[src/rtl/fcims_sched.sv]
// fcims_sched: two-till round-robin price/stock transaction scheduler with running sales total
module fcims_sched #(
  parameter int N_ITEMS = 4,
  parameter int W = 4,
  parameter int TW = 2 * W,
  parameter int IW = $clog2(N_ITEMS)
) (
  input  logic          clk,
  input  logic          reset,
  input  logic          req0,
  input  logic          op0,
  input  logic [IW-1:0] item0,
  input  logic [W-1:0]  qty0,
  input  logic          req1,
  input  logic          op1,
  input  logic [IW-1:0] item1,
  input  logic [W-1:0]  qty1,
  input  logic          cfg_we,
  input  logic [IW-1:0] cfg_item,
  input  logic [W-1:0]  cfg_price,
  input  logic [W-1:0]  cfg_stock,
  output logic          ack0,
  output logic          ack1,
  output logic          err,
  output logic [TW-1:0] fprice,
  output logic [W-1:0]  new_ct,
  output logic [TW-1:0] total,
  output logic          sat,
  output logic          busy
);
  typedef enum logic [1:0] {IDLE, GRANT, EXEC, DONE} state_t;
  state_t state_q, state_d;
  logic pref_q, pref_d, gnt_q, gnt_d, op_q, op_d, rerr_q, rerr_d;
  logic sat_q, sat_d, ack0_q, ack0_d, ack1_q, ack1_d, err_q, err_d;
  logic [IW-1:0] item_q, item_d;
  logic [W-1:0] qty_q, qty_d, ws_q, ws_d, rct_q, rct_d, new_ct_q, new_ct_d;
  logic [TW-1:0] prod_q, prod_d, rfp_q, rfp_d, total_q, total_d, fprice_q, fprice_d;
  logic [W-1:0] price_q [N_ITEMS];
  logic [W-1:0] price_d [N_ITEMS];
  logic [W-1:0] stock_q [N_ITEMS];
  logic [W-1:0] stock_d [N_ITEMS];
  logic [W:0] rsum;
  logic [TW:0] tsum;
  logic rej, sale_ok;
  logic [W-1:0] nstock;
  assign rsum = {1'b0, ws_q} + {1'b0, qty_q};
  assign tsum = {1'b0, total_q} + {1'b0, prod_q};
  assign rej = op_q ? (qty_q > ws_q) : rsum[W];
  assign sale_ok = op_q & ~rej;
  assign nstock = rej ? ws_q : (op_q ? ws_q - qty_q : rsum[W-1:0]);
  always_comb begin
    state_d = state_q;
    pref_d = pref_q;
    gnt_d = gnt_q;
    op_d = op_q;
    item_d = item_q;
    qty_d = qty_q;
    ws_d = ws_q;
    prod_d = prod_q;
    rerr_d = rerr_q;
    rfp_d = rfp_q;
    rct_d = rct_q;
    price_d = price_q;
    stock_d = stock_q;
    total_d = total_q;
    sat_d = sat_q;
    ack0_d = 1'b0;
    ack1_d = 1'b0;
    err_d = err_q;
    fprice_d = fprice_q;
    new_ct_d = new_ct_q;
    case (state_q)
      IDLE: begin
        if (cfg_we) begin
          price_d[cfg_item] = cfg_price;
          stock_d[cfg_item] = cfg_stock;
        end else if (req0 | req1) begin
          gnt_d = (req0 & req1) ? pref_q : req1;
          op_d = gnt_d ? op1 : op0;
          item_d = gnt_d ? item1 : item0;
          qty_d = gnt_d ? qty1 : qty0;
          state_d = GRANT;
        end
      end
      GRANT: begin
        ws_d = stock_q[item_q];
        prod_d = TW'(price_q[item_q]) * TW'(qty_q);
        state_d = EXEC;
      end
      EXEC: begin
        rerr_d = rej;
        rfp_d = sale_ok ? prod_q : '0;
        rct_d = nstock;
        stock_d[item_q] = nstock;
        // total saturates at all-ones; sat stays set until reset
        total_d = sale_ok ? (tsum[TW] ? '1 : tsum[TW-1:0]) : total_q;
        sat_d = sat_q | (sale_ok & tsum[TW]);
        state_d = DONE;
      end
      default: begin
        ack0_d = ~gnt_q;
        ack1_d = gnt_q;
        err_d = rerr_q;
        fprice_d = rfp_q;
        new_ct_d = rct_q;
        pref_d = ~gnt_q;
        state_d = IDLE;
      end
    endcase
  end
  always_ff @(posedge clk) begin
    if (reset) begin
      state_q <= IDLE;
      pref_q <= 1'b0;
      gnt_q <= 1'b0;
      op_q <= 1'b0;
      item_q <= '0;
      qty_q <= '0;
      ws_q <= '0;
      prod_q <= '0;
      rerr_q <= 1'b0;
      rfp_q <= '0;
      rct_q <= '0;
      price_q <= '{default: '0};
      stock_q <= '{default: '0};
      total_q <= '0;
      sat_q <= 1'b0;
      ack0_q <= 1'b0;
      ack1_q <= 1'b0;
      err_q <= 1'b0;
      fprice_q <= '0;
      new_ct_q <= '0;
    end else begin
      state_q <= state_d;
      pref_q <= pref_d;
      gnt_q <= gnt_d;
      op_q <= op_d;
      item_q <= item_d;
      qty_q <= qty_d;
      ws_q <= ws_d;
      prod_q <= prod_d;
      rerr_q <= rerr_d;
      rfp_q <= rfp_d;
      rct_q <= rct_d;
      price_q <= price_d;
      stock_q <= stock_d;
      total_q <= total_d;
      sat_q <= sat_d;
      ack0_q <= ack0_d;
      ack1_q <= ack1_d;
      err_q <= err_d;
      fprice_q <= fprice_d;
      new_ct_q <= new_ct_d;
    end
  end
  assign ack0 = ack0_q;
  assign ack1 = ack1_q;
  assign err = err_q;
  assign fprice = fprice_q;
  assign new_ct = new_ct_q;
  assign total = total_q;
  assign sat = sat_q;
  assign busy = state_q != IDLE;
endmodule

[config.mk]
export PLATFORM = sky130hd
export DESIGN_NAME = fcims_sched
export DESIGN_NICKNAME = d
export VERILOG_FILES = /design/src/rtl/fcims_sched.sv
export SDC_FILE = /design/constraint.sdc
export NUM_CORES = 1
export LEC_CHECK = 0
export ABC_AREA = 1
export BUFFER_PORTS_ARGS = -buffer_cell sky130_fd_sc_hd__buf_2
export CAP_MARGIN = 20
export CORE_MARGIN = 2
export CORE_UTILIZATION = 50
export DETAILED_ROUTE_END_ITERATION = 10
export GPL_TIMING_DRIVEN = 0
export PLACE_DENSITY = 0.79
export RECOVER_POWER = 100
export SYNTH_ARGS = -nofsm -noshare
export SYNTH_HDL_FRONTEND = slang
export SYNTH_SLANG_ARGS = --single-unit
[constraint.sdc]
create_clock -name clk -period 3 [get_ports clk]
set_input_delay 0 -clock clk [delete_from_list [all_inputs] [get_ports clk]]
set_output_delay 0 -clock clk [all_outputs]
set_load 0.02 [all_outputs]
# Word-level counts from Yosys, hierarchy flattened
# Index checks and enable logic that the tools add are counted.
# totals
wordCells	89
ff_bits	92
out_inout_bits	25
# classes
n_mul	1
n_mux	27
order_cmp	5
n_reduce_logical	12
n_bitwise	10
addsub	3
eq_ne	5
# ops
operator	n
16-bit bitwise mux	3
4-bit two-way mux	9
16-bit case mux with 2 select lines	1
4-bit binary-select mux with 2-bit select	2
4-bit demux with 2-bit select	2
16-bit two-way mux	1
8-bit two-way mux	2
8-bit by 8-bit adder with 9-bit output	1
4-bit by 4-bit multiplier with 8-bit output	1
2-bit AND reduction	4
3-bit >= comparator (second input constant)	2
3-bit by 1-bit less-than comparator with 1-bit output (second input constant)	2
2-bit two-way mux	3
2-bit inequality test (second input constant)	3
2-bit NOT with 3-bit output	2
2-bit case mux with 3 select lines	1
4-bit by 4-bit adder with 5-bit output	1
4-bit > comparator	1
2-bit nonzero test	2
4-bit OR reduction	1
4-bit subtractor	1
1-bit bitwise AND	3
1-bit two-way mux	3
1-bit NOT	3
other kinds (7)	9

# Logic depth before layout (Yosys ltp)
# depth
depth_word	8
mapped_depth	21
mapped_depth_nobuf	21

# Worst setup path before layout
# No wires, ideal clock.
# synth_path
path_kind	register to register
from	register item_q[0]
to	register prod_q[6]
synth_period_minus_slack_ns	3.243
setup_slack_ns	-0.243
n_path_buf	1
arrival_time_ns	3.127
setup_time_ns	0.115
stages_incl_launch_ff	19
path_cell_list	dfxtp_1 > inv_1 > nor2_1 > buf_2 > a22o_1 > a21oi_1 > nand2_1 > nand2_1 > fa_1 > inv_1 > fa_1 > inv_1 > fa_1 > o21ai_0 > nand2_1 > nand2_1 > xor2_1 > o21ai_0 > inv_1
# synth_via
elab_chain_len	5
# synth_lines
element	line	text
from (decl)	35	logic [IW-1:0] item_q, item_d;
from (signal assigned)	138	item_q <= item_d;
2-bit NOT with 3-bit output (implied by the code)	87	prod_d = TW'(price_q[item_q]) * TW'(qty_q);
4-bit binary-select mux with 2-bit select	87	
4-bit two-way mux (implied by the code) (2 in a row)	87	
4-bit by 4-bit multiplier with 8-bit output	87	
to (signal assigned)	141	prod_q <= prod_d;
to (decl)	37	logic [TW-1:0] prod_q, prod_d, rfp_q, rfp_d, total_q, total_d, fprice_q, fprice_d;
# Every way passes these cells. The select of a mux whose other input is x is not followed.
# A chain may end at the register's enable or synchronous reset.

# Worst setup path in the final report
# layout_path
from	register item_q[0]
to	register prod_q[5]
# Same word-level chain as after synthesis.

==> impl_metrics.yaml <==
placed_design:
  port_buffers: 53
  gp_congestion: 0.991
  place_hpwl_um: 9710
  dp.cells: 836
sta:
  min_period_ps: 3180
  layout_setup_ws_ps: -179
  setup_tns_ps: -487
  fmaxAchievable_mhz: 315
  rsz0062_at_grt: "yes"
  drv_slew: 0
  finClkSkew_ps: 17.8
  slew_headroom: 0.615
  finalSetupViolCount: 3
  worstMarginPinSlew_ps: 577
  finalCritPeriodShare: 1.06
  hold_viol: 0
setup_path:
  crit_path_end_kind: "flip-flop"
  arrival_ps: 3440
  cp_max_fo: 5
  crit_required_ps: 3260
  r2r-start: "item_q[0]"
  r2r_cells: 16
  worstSetupStartpointType: "flip-flop"
  ff2ff_setup_slack_ps: -180
  r2r_end: "prod_q[5]"
  worst-setup-path-type: "reg2reg"
logic_synthesis:
  yosysSeqAreaShare: 0.385
  synth_area_um2: 4790
  syn_nets: 722
  syn_inst: 654
  yosys_register_bits: 92
  synth_edf_count: 0
  postSynth.asyncResetShare: 0
  yosysUniqueCellTypes: 38
  synthFlopType: "dfxtp_1"
  ys_warn_count: 0
  syn_area_per_cell_um2: 7.32
route:
  dr.pass1.iters: 5
  drt_iter0_drc: 327
  vias: 4751
  routed_wl_um: 12900
  drtAntennaViolNets: 0
  drc: 0
  post_drt_via_cell_ratio: 5.44
  wl_per_cell_um: 14.7
clock_tree:
  cts_tree: "built"
  cts_buffers: 9
  worstSkewPairLatency_ps: 380
  clock_sinks: 92
  cts_buffer_depth: 2
  cts_root_buffer: "clkbuf_8"
  path_clk_slew_ps: 100
  htreeDepth: 3
job:
  maxCapViolCount: 0
final_layout:
  layout.nets: 807
  syn_to_final_growth_pct: 18.6
  stdcell_count: 873
  insertedDiodeCount: 0
  fin_util: 0.611
  drive_gt1_frac: 0.138
  layout_common_cells: "nor2_1, dfxtp_1, nand2_1"
  final_common_cell: "nor2_1"
  multi_input_area_um2: 2650
  fillCellCount: 835
  register_area_um2: 1850
worst_hold_path:
  worstHoldPathCells: 3
  holdCritPathClass: "in2reg"
  hold_end: "qty_q[3]"
  hp-start: "qty1[3]"
global_routing:
  first_global_vias: 4550
  grt_max_degree: 20
  overflow: 0
  track_usage: 0.259
  grt_pass1_wl_um: 21200
  antenna_found_initial: 0
power:
  power_leakage_nw: 2.59
  switchingPower_w: 0.00180
  peakVddDrop_mv: 0.323
  pwr-share-clk: 0.206
  power_switching_share: 0.438
  combPwrFrac: 0.392
  power_density_nw_per_um2: 723
  pwr-share-seq: 0.402
  p_total_w: 0.00410
  power.internal_w: 0.00231
outcome:
  status: "complete, but fails checks"
  violations: "negative setup slack"
floorplanning:
  fp.dieH_um: 102
  die_w_um: 102
  start_util: 0.515
  dieArea_um2: 10400
  core-area_um2: 9280
  num_rows: 35
  pin_count: 54
==> cell usage after synthesis (2+ instances only) <==
cell	n	area, um2
a21o_1	2	15.0
a21oi_1	64	320
a221oi_1	3	26.3
a22o_1	2	17.5
a22oi_1	6	45.0
a31oi_1	4	25.0
buf_2	5	25.0
clkbuf_1	12	45.0
dfxtp_1	92	1840
fa_1	7	140
ha_1	32	400
inv_1	69	259
inv_2	7	26.3
nand2_1	94	353
nand3_1	21	105
nand4_1	8	50.1
nor2_1	111	417
nor2_2	2	12.5
nor2_4	3	33.8
nor3_1	6	30.0
o21ai_0	64	320
o21ai_1	13	65.1
o21ai_2	4	35.0
o22ai_1	2	12.5
xnor2_1	3	26.3
xor2_1	6	52.6
==> how the worst max path moves through the flow <==
stage                     startpoint   endpoint  slack (ps)  cells past startpoint
after floorplan            item_q[0]  prod_q[7]           7                     21
after global placement     item_q[0]  prod_q[7]        -330                     21
after detailed placement   item_q[0]  prod_q[7]        -370                     21
after CTS                  item_q[0]  prod_q[7]        -150                     21
after global routing       item_q[0]  prod_q[7]        -360                     20
final                      item_q[0]  prod_q[5]        -180                     16
==> critical path: stages (launching register included) <==
cell and delay, ps:
dfxtp_4 400, inv_4 50, nor2_4 180, a22o_1 170, a21oi_1 40, nand2_1 100, nand2_2 60, fa_1 520
inv_2 50, fa_1 480, ha_1 310, nand3_2 70, nand3_2 70, nand2_2 60, buf_4 130, buf_4 120
a32o_1 250
==> what timing repair did <==
item	CTS	global route
pin swaps	6	14
hold endpoints to repair	22	0
endpoints found under the setup margin	5	3
setup buffers	10	3
resized for setup	18	8
hold buffers	10	0
==> logic make-up after synthesis <==
logic type,count (synthesis),share of synthesized area
fa+ha+maj,39,0.113
simple gates,249,0.215
buf+inv,97,0.0792
xor+xnor,9,0.0165
compound gates,168,0.191
flops,92,0.385
==> power groups by stage <==
stage	combinational (W)	clock, W	sequential, W
floorplan	0.00108	0	0.00167
global placement	0.00150	0	0.00165
detailed placement	0.00154	0	0.00166
CTS	0.00161	0.000858	0.00164
global route	0.00180	0.000911	0.00168
finish	0.00161	0.000846	0.00165
==> layout make-up <==
cell class                      count  area share
Clock buffer                        9      0.0218
Multi-Input combinational cell    465       0.467
Clock inverter                      7      0.0143
Timing Repair Buffer               76      0.0782
Inverter                           77      0.0522
Tap cell                          129      0.0284
Buffer                             18      0.0126
Sequential cell                    92       0.326
==> sequential cells by signal, summed over array words and instances, names as in the netlist, 2 cells and up <==
name,count
prod_q,8
rfp_q,8
ws_q,4
item_q,2
fprice,8
state_q,2
new_ct,4
price_q,16
qty_q,4
stock_q,16
rct_q,4
total,8
==> layer usage <==
metal / global-route usage / wire length (um)
met1: 0.331 / 5720
met2: 0.429 / 6010
met3: 0.0609 / 806
met4: 0.0974 / 329
met5: 0 / 0
==> metrics by stage <==
stage,hold slack [ps],worst slack (ps),area [um2]
floorplan,135,7.14,4830
global placement,282,-332,5260
detailed placement,290,-372,5260
CTS,7.91,-152,5690
global route,21.0,-360,5680
finish,8.68,-179,5680
No activity file was read; power rests on OpenSTA's default activity.
